[config.mk]
export PLATFORM = sky130hd
export DESIGN_NAME = query_tx_ctrl_flat
export DESIGN_NICKNAME = d
export VERILOG_FILES = /design/src/rtl/query_tx_ctrl_if.sv /design/src/rtl/query_tx_ctrl.sv /design/src/flat_wrapper.sv
export SDC_FILE = /design/constraint.sdc
export NUM_CORES = 1
export LEC_CHECK = 0
export CORE_MARGIN = 4
export CORE_UTILIZATION = 45
export CTS_CLUSTER_DIAMETER = 60
export DETAILED_ROUTE_END_ITERATION = 16
export PLACE_DENSITY_LB_ADDON = 0.05
export SYNTH_ARGS = -nofsm -noshare
export SYNTH_HDL_FRONTEND = slang
export SYNTH_SLANG_ARGS = --single-unit
[constraint.sdc]
create_clock -name clk -period 2.2 [get_ports clk]
set_clock_uncertainty 0.2 [all_clocks]
set_input_delay 0.44 -clock clk [delete_from_list [all_inputs] [get_ports clk]]
set_output_delay 0.44 -clock clk [all_outputs]
set_load 0.01 [all_outputs]
[src/rtl/query_tx_ctrl_if.sv]
// Query transmitter bus: request/field inputs, serial bit handshake and
// the sideband to the external CRC-5 engine.
interface query_tx_ctrl_if;
    logic       start;
    logic       dr;
    logic [1:0] m;
    logic       trext;
    logic [1:0] sel;
    logic [1:0] session;
    logic       target;
    logic [3:0] q;
    logic       bit_out;
    logic       bit_vld;
    logic       bit_rdy;
    logic       crc_rst;
    logic       crc_dat;
    logic       crc_vld;
    logic [4:0] crc_val;
    logic       busy;
    logic       done;

    modport master (
        output start, dr, m, trext, sel, session, target, q, bit_rdy, crc_val,
        input  bit_out, bit_vld, crc_rst, crc_dat, crc_vld, busy, done
    );

    modport slave (
        input  start, dr, m, trext, sel, session, target, q, bit_rdy, crc_val,
        output bit_out, bit_vld, crc_rst, crc_dat, crc_vld, busy, done
    );
endinterface

[src/rtl/query_tx_ctrl.sv]
// Serialises a Query command (code + fields, MSB first) followed by the
// CRC-5 read back from an external engine, over a valid/ready bit stream.
module query_tx_ctrl #(
    parameter logic [3:0]  CMD_CODE  = 4'b1000,
    parameter int unsigned DATA_BITS = 17
) (
    input logic             clk,
    input logic             rst,
    query_tx_ctrl_if.slave  bus
);

    typedef enum logic [2:0] {IDLE, INIT, DATA, CRC, DONE} state_t;

    state_t                 state;
    logic [DATA_BITS-1:0]   shreg;
    logic [4:0]             cnt;
    logic                   vld_r;
    logic                   busy_r;
    logic                   done_r;
    logic                   crc_rst_r;
    logic                   xfer;
    logic                   crc_bit;
    logic                   out_bit;

    assign xfer = vld_r & bus.bit_rdy;

    // CRC bits are taken live from the engine: it has already absorbed the
    // last data bit by the time the CRC phase begins, and holds still after.
    always_comb begin
        crc_bit = 1'b0;
        case (cnt)
            5'd0:    crc_bit = bus.crc_val[4];
            5'd1:    crc_bit = bus.crc_val[3];
            5'd2:    crc_bit = bus.crc_val[2];
            5'd3:    crc_bit = bus.crc_val[1];
            5'd4:    crc_bit = bus.crc_val[0];
            default: crc_bit = 1'b0;
        endcase
    end

    assign out_bit      = vld_r & ((state == CRC) ? crc_bit : shreg[DATA_BITS-1]);
    assign bus.bit_out  = out_bit;
    assign bus.bit_vld  = vld_r;
    assign bus.busy     = busy_r;
    assign bus.done     = done_r;
    assign bus.crc_rst  = crc_rst_r;
    assign bus.crc_vld  = xfer & (state == DATA);
    assign bus.crc_dat  = xfer & (state == DATA) & out_bit;

    always_ff @(posedge clk) begin
        if (rst) begin
            state     <= IDLE;
            shreg     <= '0;
            cnt       <= '0;
            vld_r     <= 1'b0;
            busy_r    <= 1'b0;
            done_r    <= 1'b0;
            crc_rst_r <= 1'b0;
        end else begin
            case (state)
                IDLE: begin
                    if (bus.start) begin
                        shreg     <= DATA_BITS'({CMD_CODE, bus.dr, bus.m, bus.trext,
                                                 bus.sel, bus.session, bus.target, bus.q});
                        cnt       <= '0;
                        busy_r    <= 1'b1;
                        crc_rst_r <= 1'b1;
                        state     <= INIT;
                    end
                end
                INIT: begin
                    crc_rst_r <= 1'b0;
                    vld_r     <= 1'b1;
                    state     <= DATA;
                end
                DATA: begin
                    if (xfer) begin
                        shreg <= shreg << 1;
                        if (cnt == 5'(DATA_BITS - 1)) begin
                            cnt   <= '0;
                            state <= CRC;
                        end else begin
                            cnt <= cnt + 5'd1;
                        end
                    end
                end
                CRC: begin
                    if (xfer) begin
                        if (cnt == 5'd4) begin
                            cnt    <= '0;
                            vld_r  <= 1'b0;
                            done_r <= 1'b1;
                            state  <= DONE;
                        end else begin
                            cnt <= cnt + 5'd1;
                        end
                    end
                end
                DONE: begin
                    done_r <= 1'b0;
                    busy_r <= 1'b0;
                    state  <= IDLE;
                end
                default: state <= IDLE;
            endcase
        end
    end

endmodule

[src/flat_wrapper.sv]
// flat-port wrapper written by rule: the top's interface ports become plain ports
module query_tx_ctrl_flat 
#(
    parameter logic [3:0]  CMD_CODE  = 4'b1000,
    parameter int unsigned DATA_BITS = 17
)
  (clk, rst, bus_start, bus_dr, bus_m, bus_trext, bus_sel, bus_session, bus_target, bus_q, bus_bit_rdy, bus_crc_val, bus_bit_out, bus_bit_vld, bus_crc_rst, bus_crc_dat, bus_crc_vld, bus_busy, bus_done);
  query_tx_ctrl_if bus_i ();
  input logic clk;
  input logic rst;
  input wire logic [$bits(bus_i.start)-1:0] bus_start;
  input wire logic [$bits(bus_i.dr)-1:0] bus_dr;
  input wire logic [$bits(bus_i.m)-1:0] bus_m;
  input wire logic [$bits(bus_i.trext)-1:0] bus_trext;
  input wire logic [$bits(bus_i.sel)-1:0] bus_sel;
  input wire logic [$bits(bus_i.session)-1:0] bus_session;
  input wire logic [$bits(bus_i.target)-1:0] bus_target;
  input wire logic [$bits(bus_i.q)-1:0] bus_q;
  input wire logic [$bits(bus_i.bit_rdy)-1:0] bus_bit_rdy;
  input wire logic [$bits(bus_i.crc_val)-1:0] bus_crc_val;
  output wire logic [$bits(bus_i.bit_out)-1:0] bus_bit_out;
  output wire logic [$bits(bus_i.bit_vld)-1:0] bus_bit_vld;
  output wire logic [$bits(bus_i.crc_rst)-1:0] bus_crc_rst;
  output wire logic [$bits(bus_i.crc_dat)-1:0] bus_crc_dat;
  output wire logic [$bits(bus_i.crc_vld)-1:0] bus_crc_vld;
  output wire logic [$bits(bus_i.busy)-1:0] bus_busy;
  output wire logic [$bits(bus_i.done)-1:0] bus_done;
  assign bus_i.start = bus_start;
  assign bus_i.dr = bus_dr;
  assign bus_i.m = bus_m;
  assign bus_i.trext = bus_trext;
  assign bus_i.sel = bus_sel;
  assign bus_i.session = bus_session;
  assign bus_i.target = bus_target;
  assign bus_i.q = bus_q;
  assign bus_i.bit_rdy = bus_bit_rdy;
  assign bus_i.crc_val = bus_crc_val;
  assign bus_bit_out = bus_i.bit_out;
  assign bus_bit_vld = bus_i.bit_vld;
  assign bus_crc_rst = bus_i.crc_rst;
  assign bus_crc_dat = bus_i.crc_dat;
  assign bus_crc_vld = bus_i.crc_vld;
  assign bus_busy = bus_i.busy;
  assign bus_done = bus_i.done;
  query_tx_ctrl #(.CMD_CODE(CMD_CODE), .DATA_BITS(DATA_BITS)) u_core (.clk(clk), .rst(rst), .bus(bus_i));
endmodule
==> results.py <==
metrics = {
    "cts": {
        "cts_tree": "done",
        "cts_buffers": 5,
        "postCtsHoldBufs": 0,
        "clk_path_buf_depth": 2,
        "clock_latency_ps": 330,
        "clk_pin_slew_worst_paths_ps": 100,
        "cts_htree_levels": 2,
        "clock_sinks": 29,
        "cts_root_buffer": "clkbuf_4",
    },
    "logic_synthesis": {
        "synth.cell_area_sq_um": 1570,
        "synth.distinct_cells": 41,
        "yosysSeqAreaShare": 0.369,
        "synth-seq-cells": 29,
        "syn_inst": 165,
        "syn_nets": 191,
        "yosys_warnings": 0,
        "synth.avg_cell_area_sq_um": 9.52,
    },
    "pwr": {
        "p_sw_frac": 0.258,
        "intPower_mw": 0.960,
        "p_clk_frac": 0.360,
        "p_comb_frac": 0.190,
        "vdd_drop_max_v": 0.000338,
        "power_mw": 1.29,
        "power_frac_seq": 0.449,
        "p_per_area_nw_per_um2": 600,
        "cellLeakagePower_nw": 0.840,
        "power_switching_mw": 0.333,
    },
    "critical_path": {
        "rr_worst_depth": 7,
        "cpMostUsedCell": "a21oi_1",
        "cp-end-kind": "output port",
        "critical_path_required_ps": 1560,
        "crit_arrival_ps": 1690,
        "path_cells": "inv_4, ha_4, a22oi_2, a2111oi_4, a21oi_1, a21oi_1, buf_2",
        "worst_path_max_delay_cell": "dfxtp_4",
        "max_stage_delay_ps": 380,
        "start_kind": "register",
        "path_max_fanout": 4,
        "criticalPathCategory": "reg -> out",
    },
    "floorplan": {
        "core_area_sq_um": 3360,
        "die_h_um": 67.1,
        "die_x_um": 67.1,
        "start_util": 0.467,
        "std_cell_rows": 21,
        "die-area_sq_um": 4500,
        "ios": 29,
    },
    "drt": {
        "post_drt_via_cell_ratio": 5.27,
        "antenna_left": 0,
        "drt_iter0_drc": 101,
        "wl_per_cell_um": 12.9,
        "routed_wl_mm": 3.36,
        "drc": 0,
        "detail_route.first_pass.iterations": 4,
        "num_vias": 1370,
    },
    "job": {
        "max_cap_violations": 0,
    },
    "grt": {
        "grt_max_degree": 24,
        "grtUsageMet3": 0.0590,
        "grt_overflow_total": 0,
        "met1_usage": 0.208,
        "grt_pass1_wl_mm": 5.85,
        "grt_pass1_vias": 1358,
        "grt-busiest-layer": "met2",
        "grt.total_usage": 0.173,
        "antenna_found_initial": 0,
        "use_met2": 0.283,
    },
    "worst_hold_path": {
        "hold_path_depth": 2,
        "holdCritPathClass": "reg -> reg",
    },
    "cells_and_area": {
        "layout-drive-gt1-share": 0.290,
        "fin_cells": 260,
        "final_cell_mix": "24 x nor2_1, 24 x clkdlybuf4s50_1, 24 x buf_4, 24 x dfxtp_1, 12 x mux2i_1",
        "area_growth_pct": 37.1,
        "fin_nets": 239,
        "diodes": 0,
    },
    "sta": {
        "worst-slew-pin-transition_ps": 389,
        "fmaxAchievable_mhz": 429,
        "fin_crit_sh": 1.06,
        "timing.slew.headroom": 0.738,
        "setup_ws_ps": -129,
        "hold_ws_ps": 259,
        "finalHoldViolations": 0,
        "setup_viol": 1,
        "post-route-min-period_ps": 2330,
        "rsz0062_at_grt": "yes",
        "slew_violations": 0,
    },
    "placed_design": {
        "place_hpwl_mm": 2.46,
        "place_ws_ps": -711,
        "routabilityCongestion": 0.780,
        "io_buffers": 28,
        "dpl.cell_count": 249,
    },
    "outcome": {
        "failed_checks": "negative setup slack",
        "outcome": "finished with violations",
    },
}
[worst paths after layout]
kind	startpoint	endpoint	slack (ps)
setup / recovery	u_core.cnt[1]	bus_bit_out	-130
hold / removal	u_core.shreg[14]	u_core.shreg[14]	260
setup reg to reg	u_core.cnt[1]	u_core.cnt[2]	360
hold reg to reg	u_core.shreg[14]	u_core.shreg[14]	260
[timing repair]
| item | 4_1_cts | 5_1_grt |
|---|---|---|
| gates resized for setup | 27 | 5 |
| cloned | 0 | 0 |
| setup endpoints to repair | 3 | 3 |
| setup buffers | 3 | 0 |
| pin swaps | 3 | 0 |
[worst max-delay path, delay by kind of cell (launching register included)]
family,cells,cell delay (ps)
AO/OA/AOI/OAI,4,620
adder cells (fa/ha/maj),1,130
buffers and inverters,2,220
flip-flops,1,380
[stage by stage]
step,cell area [sq um],TNS [ps],utilization
finish,2150,-129,0.641
global route,2150,-286,0.641
CTS,2140,-156,0.637
detailed placement,1970,-1140,0.586
global placement,1970,-1150,0.586
floorplan,1570,0,-
[state kept, by name (all words and copies together) (netlist names)]
name                cells
u_core.bus.done         1
u_core.bus.busy         1
u_core.bus.bit_vld      1
u_core.bus.crc_rst      1
u_core.shreg           17
u_core.state            3
u_core.cnt              5
[cell usage after synthesis, drive strengths merged]
cell type	count	area share
nor4	1	0.0040
and3b	2	0.011
ha	4	0.032
a22oi	3	0.014
clkbuf	4	0.0096
mux2i	12	0.076
o21ai	5	0.016
a311oi	1	0.0056
a41o	3	0.019
a2111oi	1	0.0056
a31oi	1	0.0040
and4b	1	0.0064
nand2b	3	0.012
nor3b	2	0.0096
and4bb	1	0.0080
or2	1	0.0040
nand3	7	0.022
nor2b	3	0.012
a21oi	10	0.032
a32oi	1	0.0056
nor3	1	0.0032
buf	8	0.057
nand4b	1	0.0056
and3	3	0.012
nand2	5	0.012
nor4b	2	0.021
o21a	3	0.014
nor2	25	0.064
inv	4	0.0096
dfxtp	29	0.37
and2	2	0.0096
a211oi	13	0.094
a32o	3	0.019
[power by group through the flow]
stage / clock, mW / combinational (mW) / sequential, mW
finish: 0.466 / 0.246 / 0.581
global route: 0.510 / 0.273 / 0.588
CTS: 0.478 / 0.246 / 0.581
detailed placement: 0 / 0.243 / 0.594
global placement: 0 / 0.237 / 0.593
floorplan: 0 / 0.168 / 0.592
[cell families after synthesis]
kind of cell	count (synthesis)	share of synthesized area
DFF	29	0.369
muxes	12	0.0764
AOI/OAI and AO/OA	44	0.229
and+or+nand+nor	60	0.217
adders and majority gates	4	0.0318
buffers and inverters	16	0.0764
[routing by layer]
layer | vias up | wire length [um]
li1 | 702 | -
met1 | 642 | 1550
met2 | 21 | 1610
met3 | 5 | 153
met4 | 0 | 46
met5 | - | 0
[cell type report]
class                           instances  area, sq um
Clock buffer                            6         51.3
Clock inverter                          2         37.5
Fill cell                             293         1210
Inverter                                4         20.0
Multi-Input combinational cell        120          937
Sequential cell                        29          592
Tap cell                               46         57.6
Timing Repair Buffer                   53          459
No activity file was read; power rests on OpenSTA's default activity.
